## config.mk

```make
export PLATFORM = sky130hd
export DESIGN_NAME = bram_window_reader
export DESIGN_NICKNAME = d
export VERILOG_FILES = /design/src/rtl/bram_window_reader_pkg.sv /design/src/rtl/bram_window_reader_rd_lat_tracker.sv /design/src/rtl/bram_window_reader.sv
export SDC_FILE = /design/constraint.sdc
export NUM_CORES = 1
export LEC_CHECK = 0
export CORE_ASPECT_RATIO = 1.1
export CORE_MARGIN = 4
export CORE_UTILIZATION = 37
export CTS_BUF_LIST = sky130_fd_sc_hd__clkbuf_4 sky130_fd_sc_hd__clkbuf_8
export CTS_CLUSTER_SIZE = 12
export DETAILED_ROUTE_END_ITERATION = 7
export PLACE_DENSITY_LB_ADDON = 0.08
export SYNTH_ARGS = -nofsm -noshare
export SYNTH_HDL_FRONTEND = slang
export SYNTH_HIERARCHICAL = 1
export SYNTH_SLANG_ARGS = --single-unit
```

## constraint.sdc

```tcl
create_clock -name clk -period 11.3 [get_ports clk]
set_input_delay 2.26 -clock clk [delete_from_list [all_inputs] [get_ports clk]]
set_output_delay 2.26 -clock clk [all_outputs]
set_load 0.03 [all_outputs]
```

## src/rtl/bram_window_reader_pkg.sv

```systemverilog
// Shared types and constants for the 3x3 frame-buffer window reader.
package bram_window_reader_pkg;

  typedef enum logic [2:0] {
    S_IDLE,
    S_ISSUE,
    S_DRAIN,
    S_PRESENT,
    S_DONE
  } state_t;

  localparam int WIN_SZ  = 3;
  localparam int N_SLOTS = 9;
  localparam int SLOT_W  = 4;

  // Slot k maps to window offset (k/3, k%3).
  function automatic logic [1:0] slot_row(input logic [SLOT_W-1:0] s);
    return 2'(s / SLOT_W'(WIN_SZ));
  endfunction

  function automatic logic [1:0] slot_col(input logic [SLOT_W-1:0] s);
    return 2'(s % SLOT_W'(WIN_SZ));
  endfunction

endpackage

```

## src/rtl/bram_window_reader_rd_lat_tracker.sv

```systemverilog
// RD_LAT-deep valid/slot pipe that pairs returning read data with its window slot.
module rd_lat_tracker
  import bram_window_reader_pkg::*;
#(
  parameter int RD_LAT = 2
) (
  input  logic              clk,
  input  logic              reset,
  input  logic              i_flush,
  input  logic              i_vld,
  input  logic [SLOT_W-1:0] i_slot,
  output logic              o_vld,
  output logic [SLOT_W-1:0] o_slot,
  output logic              o_empty
);

  logic [RD_LAT-1:0] r_vld;
  logic [SLOT_W-1:0] r_slot [RD_LAT];
  logic              w_pending;

  always_ff @(posedge clk) begin
    if (reset || i_flush) begin
      r_vld <= '0;
    end else begin
      r_vld[0] <= i_vld;
      for (int i = 1; i < RD_LAT; i++) r_vld[i] <= r_vld[i-1];
    end
  end

  always_ff @(posedge clk) begin
    r_slot[0] <= i_slot;
    for (int i = 1; i < RD_LAT; i++) r_slot[i] <= r_slot[i-1];
  end

  // Empty means nothing is outstanding once the entry at the tail retires.
  always_comb begin
    w_pending = i_vld;
    for (int i = 0; i < RD_LAT - 1; i++) w_pending = w_pending | r_vld[i];
  end

  assign o_vld   = r_vld[RD_LAT-1];
  assign o_slot  = r_slot[RD_LAT-1];
  assign o_empty = !w_pending;

endmodule

```

## src/rtl/bram_window_reader.sv

```systemverilog
// Raster-scans a loaded HxW frame and streams every 3x3 window on valid/ready.
// Optional macro WIN_COLUMN_REUSE_EN: same-row advances refetch only the new column.
module bram_window_reader
  import bram_window_reader_pkg::*;
#(
  parameter int DATA_W = 8,
  parameter int DIM_W  = 16,
  parameter int RD_LAT = 2
) (
  input  logic                  clk,
  input  logic                  reset,
  input  logic                  start,
  input  logic                  all_loaded,
  input  logic [DIM_W-1:0]      H,
  input  logic [DIM_W-1:0]      W,
  output logic [DIM_W-1:0]      read_H,
  output logic [DIM_W-1:0]      read_W,
  input  logic [DATA_W-1:0]     rd_data,
  output logic                  win_valid,
  input  logic                  win_ready,
  output logic [9*DATA_W-1:0]   win_data,
  output logic [DIM_W-1:0]      win_row,
  output logic [DIM_W-1:0]      win_col,
  output logic                  busy,
  output logic                  frame_done
);

`ifdef WIN_COLUMN_REUSE_EN
  localparam bit REUSE = 1'b1;
  localparam logic [SLOT_W-1:0] SAME_ROW_FIRST = SLOT_W'(2);
`else
  localparam bit REUSE = 1'b0;
  localparam logic [SLOT_W-1:0] SAME_ROW_FIRST = SLOT_W'(0);
`endif
  localparam logic [SLOT_W-1:0] LAST_SLOT = SLOT_W'(N_SLOTS - 1);
  localparam logic [DIM_W-1:0]  ONE       = DIM_W'(1);
  localparam logic [DIM_W-1:0]  WSZ       = DIM_W'(WIN_SZ);

  state_t              r_state;
  logic [DIM_W-1:0]    r_h, r_w, r_row, r_col, r_read_h, r_read_w;
  logic                r_partial, r_rd_vld, r_win_valid, r_busy, r_frame_done;
  logic [SLOT_W-1:0]   r_rd_slot;
  logic [DATA_W-1:0]   r_win [N_SLOTS];
  logic                w_abort, w_tail_vld, w_empty, w_same_row, w_next_row;
  logic [SLOT_W-1:0]   w_tail_slot, w_next_slot;

  function automatic logic [DIM_W-1:0] coord(input logic [DIM_W-1:0] org, input logic [1:0] off);
    return org + DIM_W'(off);
  endfunction

  assign w_abort     = (r_state != S_IDLE) && !all_loaded;
  assign w_same_row  = r_col < (r_w - WSZ);
  assign w_next_row  = r_row < (r_h - WSZ);
  assign w_next_slot = r_partial ? (r_rd_slot + SLOT_W'(3)) : (r_rd_slot + SLOT_W'(1));

  rd_lat_tracker #(.RD_LAT(RD_LAT)) u_trk (
    .clk     (clk),
    .reset   (reset),
    .i_flush (w_abort),
    .i_vld   (r_rd_vld),
    .i_slot  (r_rd_slot),
    .o_vld   (w_tail_vld),
    .o_slot  (w_tail_slot),
    .o_empty (w_empty)
  );

  always_ff @(posedge clk) begin
    if (reset) begin
      r_state      <= S_IDLE;
      r_h          <= '0;
      r_w          <= '0;
      r_row        <= '0;
      r_col        <= '0;
      r_read_h     <= '0;
      r_read_w     <= '0;
      r_partial    <= 1'b0;
      r_rd_vld     <= 1'b0;
      r_rd_slot    <= '0;
      r_win_valid  <= 1'b0;
      r_busy       <= 1'b0;
      r_frame_done <= 1'b0;
    end else begin
      r_frame_done <= 1'b0;
      if (w_abort) begin
        r_state     <= S_IDLE;
        r_busy      <= 1'b0;
        r_win_valid <= 1'b0;
        r_rd_vld    <= 1'b0;
      end else begin
        case (r_state)
          S_IDLE: if (start && all_loaded) begin
            r_h    <= H;
            r_w    <= W;
            r_row  <= '0;
            r_col  <= '0;
            r_busy <= 1'b1;
            if (H < WSZ || W < WSZ) begin
              r_state      <= S_DONE;
              r_frame_done <= 1'b1;
            end else begin
              r_state   <= S_ISSUE;
              r_partial <= 1'b0;
              r_rd_vld  <= 1'b1;
              r_rd_slot <= '0;
              r_read_h  <= '0;
              r_read_w  <= '0;
            end
          end
          S_ISSUE: begin
            if (r_rd_slot == LAST_SLOT) begin
              r_rd_vld <= 1'b0;
              r_state  <= S_DRAIN;
            end else begin
              r_rd_slot <= w_next_slot;
              r_read_h  <= coord(r_row, slot_row(w_next_slot));
              r_read_w  <= coord(r_col, slot_col(w_next_slot));
            end
          end
          S_DRAIN: if (w_empty) begin
            r_state     <= S_PRESENT;
            r_win_valid <= 1'b1;
          end
          S_PRESENT: if (win_ready) begin
            r_win_valid <= 1'b0;
            if (w_same_row) begin
              r_col     <= r_col + ONE;
              r_state   <= S_ISSUE;
              r_partial <= REUSE;
              r_rd_vld  <= 1'b1;
              r_rd_slot <= SAME_ROW_FIRST;
              r_read_h  <= coord(r_row, slot_row(SAME_ROW_FIRST));
              r_read_w  <= coord(r_col + ONE, slot_col(SAME_ROW_FIRST));
            end else if (w_next_row) begin
              r_row     <= r_row + ONE;
              r_col     <= '0;
              r_state   <= S_ISSUE;
              r_partial <= 1'b0;
              r_rd_vld  <= 1'b1;
              r_rd_slot <= '0;
              r_read_h  <= r_row + ONE;
              r_read_w  <= '0;
            end else begin
              r_state      <= S_DONE;
              r_frame_done <= 1'b1;
            end
          end
          S_DONE: begin
            r_state <= S_IDLE;
            r_busy  <= 1'b0;
          end
          default: r_state <= S_IDLE;
        endcase
      end
    end
  end

  // Window slot storage: filled from the tracker tail, shifted on reuse advances.
  always_ff @(posedge clk) begin
    if (reset) begin
      for (int s = 0; s < N_SLOTS; s++) r_win[s] <= '0;
    end else begin
      if (w_tail_vld && !w_abort) r_win[w_tail_slot] <= rd_data;
`ifdef WIN_COLUMN_REUSE_EN
      if (r_state == S_PRESENT && win_ready && !w_abort && w_same_row) begin
        for (int r = 0; r < WIN_SZ; r++) begin
          r_win[r*WIN_SZ]     <= r_win[r*WIN_SZ + 1];
          r_win[r*WIN_SZ + 1] <= r_win[r*WIN_SZ + 2];
        end
      end
`endif
    end
  end

  always_comb begin
    win_data = '0;
    for (int s = 0; s < N_SLOTS; s++) win_data[s*DATA_W +: DATA_W] = r_win[s];
  end

  assign read_H     = r_read_h;
  assign read_W     = r_read_w;
  assign win_valid  = r_win_valid;
  assign win_row    = r_row;
  assign win_col    = r_col;
  assign busy       = r_busy;
  assign frame_done = r_frame_done;

endmodule

```

==> metrics <==
total die area=0.0296 sq mm; most used cells in the layout excluding fill and tap cells=sky130_fd_sc_hd__clkdlybuf4s50_1 (182), sky130_fd_sc_hd__nand2_1 (144), sky130_fd_sc_hd__dfxtp_1 (117); Storage cell area=0.00450 sq mm; final critical delay including setup and external delays=5120 ps; post-detailed-route DRC marker count=0; cell family with most CP delay=simple AND/OR/NAND/NOR gates; first-pass GRT wire length=46.8 mm; Worst Slack Setup Final=6180 ps; Slew headroom=19.1%; Setup Skew=27.9 ps; Mapped Avg Cell Area=9.15 sq um; clock transition at the register clock pins on the worst setup and hold paths after CTS=100 ps; Routed wire per std cell=18.5 microns; delay of the slowest cell on the worst path=500 ps; starting density of the core=37.9%; cell breakdown of the critical path=nand3_1, xnor2_1, nor2_1, ha_1, inv_1, ha_1, a21boi_1, xnor2_1, ha_1, o21bai_1, mux2_2, ha_1, a21oi_1, or3b_1, or3_1, nor3_1, o21ai_0, o22ai_1, o2bb2ai_1; highest metal layer with signal wires=met4; antenna-violating nets left=0; Routed met2 length=13.8 mm; Buf/Inv on CP=1; post-CTS setup buffer count=0; share of async-settable or async-resettable flops after synthesis=0%; I/O Buffers=183; number of enable-type register cells in the synthesized netlist=72; clock tree from TritonCTS=yes; hold_buf cts=0; half-perimeter wire length of the detailed placement result=21.8 mm; setup-violating endpoint count in the final report=0; Die X-Extent=165 microns; number of vias in the routed layout=8640; post-synthesis cell area=0.00997 sq mm; sum of overflow across all layers after global routing=0; Vert. Die Dim=180 microns; status=finished, final reports clean; most common flop cell mapped by yosys=sky130_fd_sc_hd__dfxtp_1; CP Max Fanout=8; number of placement rows=62; Post-Route WL=29.6 mm; number of antenna violations at the first check in global routing=0; power density over the cells=111 mW/mm^2; metal1 wirelength=13.0 mm; largest net degree at the start of global routing=72; Overall Power=1.38 mW; final-report max-slew violation count=0; crit path DAT=5470 ps; ratio of final minimum period to clock period=45.3%; maximum count of clock buffers along a single path=2; Overall Global Routing Usage=19.8%; library cell used as clock root buffer=sky130_fd_sc_hd__clkbuf_8; Critical Path End Type=register; total nets after synthesis=1181; Cells after Synth=1090; CTS sink count=189; Non-Filler Instances=1602; most common cell after layout, fill and taps aside=sky130_fd_sc_hd__clkdlybuf4s50_1; cell with the largest stage delay on the worst path=sky130_fd_sc_hd__dfxtp_1; Max Cap Viol=0; multi-input logic area=0.00512 sq mm; detailed-router iteration count before antenna repair=5; slew of the pin with the lowest slew margin=1210 ps; maximum frequency from static timing analysis=0.195 GHz; Seq cells post-synth=189; via count of the first global-routing pass=8335; Core Area=0.0263 sq mm; layout filler cell count=2566; VDD IR max=0.0000582 V; critical path startpoint category=register; nets@finish=1328; vias per cell=5.39; met3 wire length=2.26 mm; 1st-iter DRT viols=570; cell occurring most often along the worst timing path=sky130_fd_sc_hd__ha_1; clock buffers created by TritonCTS=17; GPL Wtd Cong=0.877; Post-Place Worst Slack=5980 ps; insertion delay to the later sink of the worst-skew pair=470 ps; required time at the worst-slack endpoint=11640 ps; final-layout worst hold slack=335 ps; number of distinct library cells after synthesis=81; fraction of final layout cells with drive strength greater than 1=4.96%; path type of the worst setup path=reg -> reg; number of placed I/O pins=184; Final Hold Vio Count=0; final total negative setup slack=0 ps; Synthesis Warnings=6; cell total after placement=1570; sequential element share of the synthesized area=45.2%; area growth from synthesis to layout=24.8%; standby leakage power=4.28 nW; CTS HTree Levels=4; classification of the worst-slack hold path=reg -> reg; unrepaired setup endpoints after global routing=false; post_cts resized=0; count of antenna diodes in the layout=0
-- synth_stat cells, types with 4 or more instances --
cell,instances,share of area (%)
sky130_fd_sc_hd__nand2b_1,4,0.25
sky130_fd_sc_hd__nand4_1,15,0.94
sky130_fd_sc_hd__ha_1,44,5.5
sky130_fd_sc_hd__and3_1,5,0.31
sky130_fd_sc_hd__a311oi_1,24,2.1
sky130_fd_sc_hd__nand3_1,29,1.5
sky130_fd_sc_hd__o31ai_1,7,0.53
sky130_fd_sc_hd__or2_1,4,0.25
sky130_fd_sc_hd__edfxtp_1,72,22
sky130_fd_sc_hd__nor3_1,35,1.8
sky130_fd_sc_hd__dfxtp_1,117,23
sky130_fd_sc_hd__a21oi_1,85,4.3
sky130_fd_sc_hd__o22ai_1,8,0.50
sky130_fd_sc_hd__nor3_2,4,0.40
sky130_fd_sc_hd__or3_1,7,0.44
sky130_fd_sc_hd__o21ai_1,9,0.45
sky130_fd_sc_hd__xnor2_1,35,3.1
sky130_fd_sc_hd__clkbuf_1,41,1.5
sky130_fd_sc_hd__buf_2,14,0.70
sky130_fd_sc_hd__inv_1,20,0.75
sky130_fd_sc_hd__o21ai_0,43,2.2
sky130_fd_sc_hd__a31oi_1,8,0.50
sky130_fd_sc_hd__a32o_1,6,0.60
sky130_fd_sc_hd__nand2_1,144,5.4
sky130_fd_sc_hd__mux2i_1,6,0.60
sky130_fd_sc_hd__and2_1,78,4.9
sky130_fd_sc_hd__nor4_1,11,0.69
sky130_fd_sc_hd__or4_1,4,0.30
sky130_fd_sc_hd__buf_4,4,0.30
sky130_fd_sc_hd__nor3b_1,5,0.38
sky130_fd_sc_hd__o2bb2ai_1,10,0.88
sky130_fd_sc_hd__nor2_1,79,3.0
sky130_fd_sc_hd__a211oi_1,8,0.60
sky130_fd_sc_hd__xor2_1,11,0.97
sky130_fd_sc_hd__a2111oi_0,4,0.35
sky130_fd_sc_hd__a22o_1,9,0.79
-- worst paths after layout --
| path | startpoint | endpoint | slack (ps) | cells after the start |
|---|---|---|---|---|
| setup / recovery | r_rd_slot[0] | read_W[15] | 6180 | 19 |
| hold reg to reg | u_trk/r_slot[0][3] | u_trk/r_slot[0][7] | 340 | 0 |
| hold / removal | u_trk/r_slot[0][3] | u_trk/r_slot[0][7] | 340 | 0 |
| setup reg to reg | r_rd_slot[0] | read_W[15] | 6180 | 19 |
-- flip-flops by register name (all words and copies together), names as in the netlist, 8 cells and up --
signal	flops
win_col	16
r_w	16
u_trk/r_slot	8
read_H	16
r_h	16
read_W	16
win_row	16
r_win	72
-- worst reg2reg max path, cell delays in order, from the launching register on --
cell,delay [ps]
sky130_fd_sc_hd__dfxtp_1,500
sky130_fd_sc_hd__nand3_1,130
sky130_fd_sc_hd__xnor2_1,400
sky130_fd_sc_hd__nor2_1,120
sky130_fd_sc_hd__ha_1,190
sky130_fd_sc_hd__inv_1,50
sky130_fd_sc_hd__ha_1,190
sky130_fd_sc_hd__a21boi_1,450
sky130_fd_sc_hd__xnor2_1,210
sky130_fd_sc_hd__ha_1,170
sky130_fd_sc_hd__o21bai_1,230
sky130_fd_sc_hd__mux2_2,410
sky130_fd_sc_hd__ha_1,270
sky130_fd_sc_hd__a21oi_1,140
sky130_fd_sc_hd__or3b_1,480
sky130_fd_sc_hd__or3_1,380
sky130_fd_sc_hd__nor3_1,280
sky130_fd_sc_hd__o21ai_0,120
sky130_fd_sc_hd__o22ai_1,210
sky130_fd_sc_hd__o2bb2ai_1,80
-- report_power, final --
group          switching (mW)  internal, mW  total, mW
logic                   0.109        0.0714      0.180
clock network           0.276         0.187      0.463
registers              0.0113         0.721      0.733
-- cell families after synthesis --
group | share of synthesized area, %
AOI/OAI and AO/OA | 18.2
muxes | 0.715
buffers and inverters | 3.49
xor gates and xnor gates | 4.04
and+or+nand+nor | 22.4
adders and majority gates | 5.92
DFF | 45.2
-- area by class of cell --
type                            instances  share of cell area [%]
Multi-Input combinational cell        817                    41.2
Inverter                               22                   0.664
Clock inverter                         15                    1.38
Sequential cell                       189                    36.2
Tap cell                              352                    3.54
Clock buffer                           17                    1.88
Timing Repair Buffer                  190                    15.1
-- routing by layer --
metal	GRT usage, %	vias up
li1	-	4294
met1	26.2	3982
met2	32.7	321
met3	4.03	43
met4	5.92	0
met5	0	-
-- per-stage QoR --
step | cell area, sq um | util [%]
floorplan | 9970 | -
global placement | 12000 | 45.8
detailed placement | 12000 | 45.8
CTS | 12400 | 47.3
global route | 12400 | 47.3
finish | 12400 | 47.3
No activity file was read; power rests on OpenSTA's default activity.
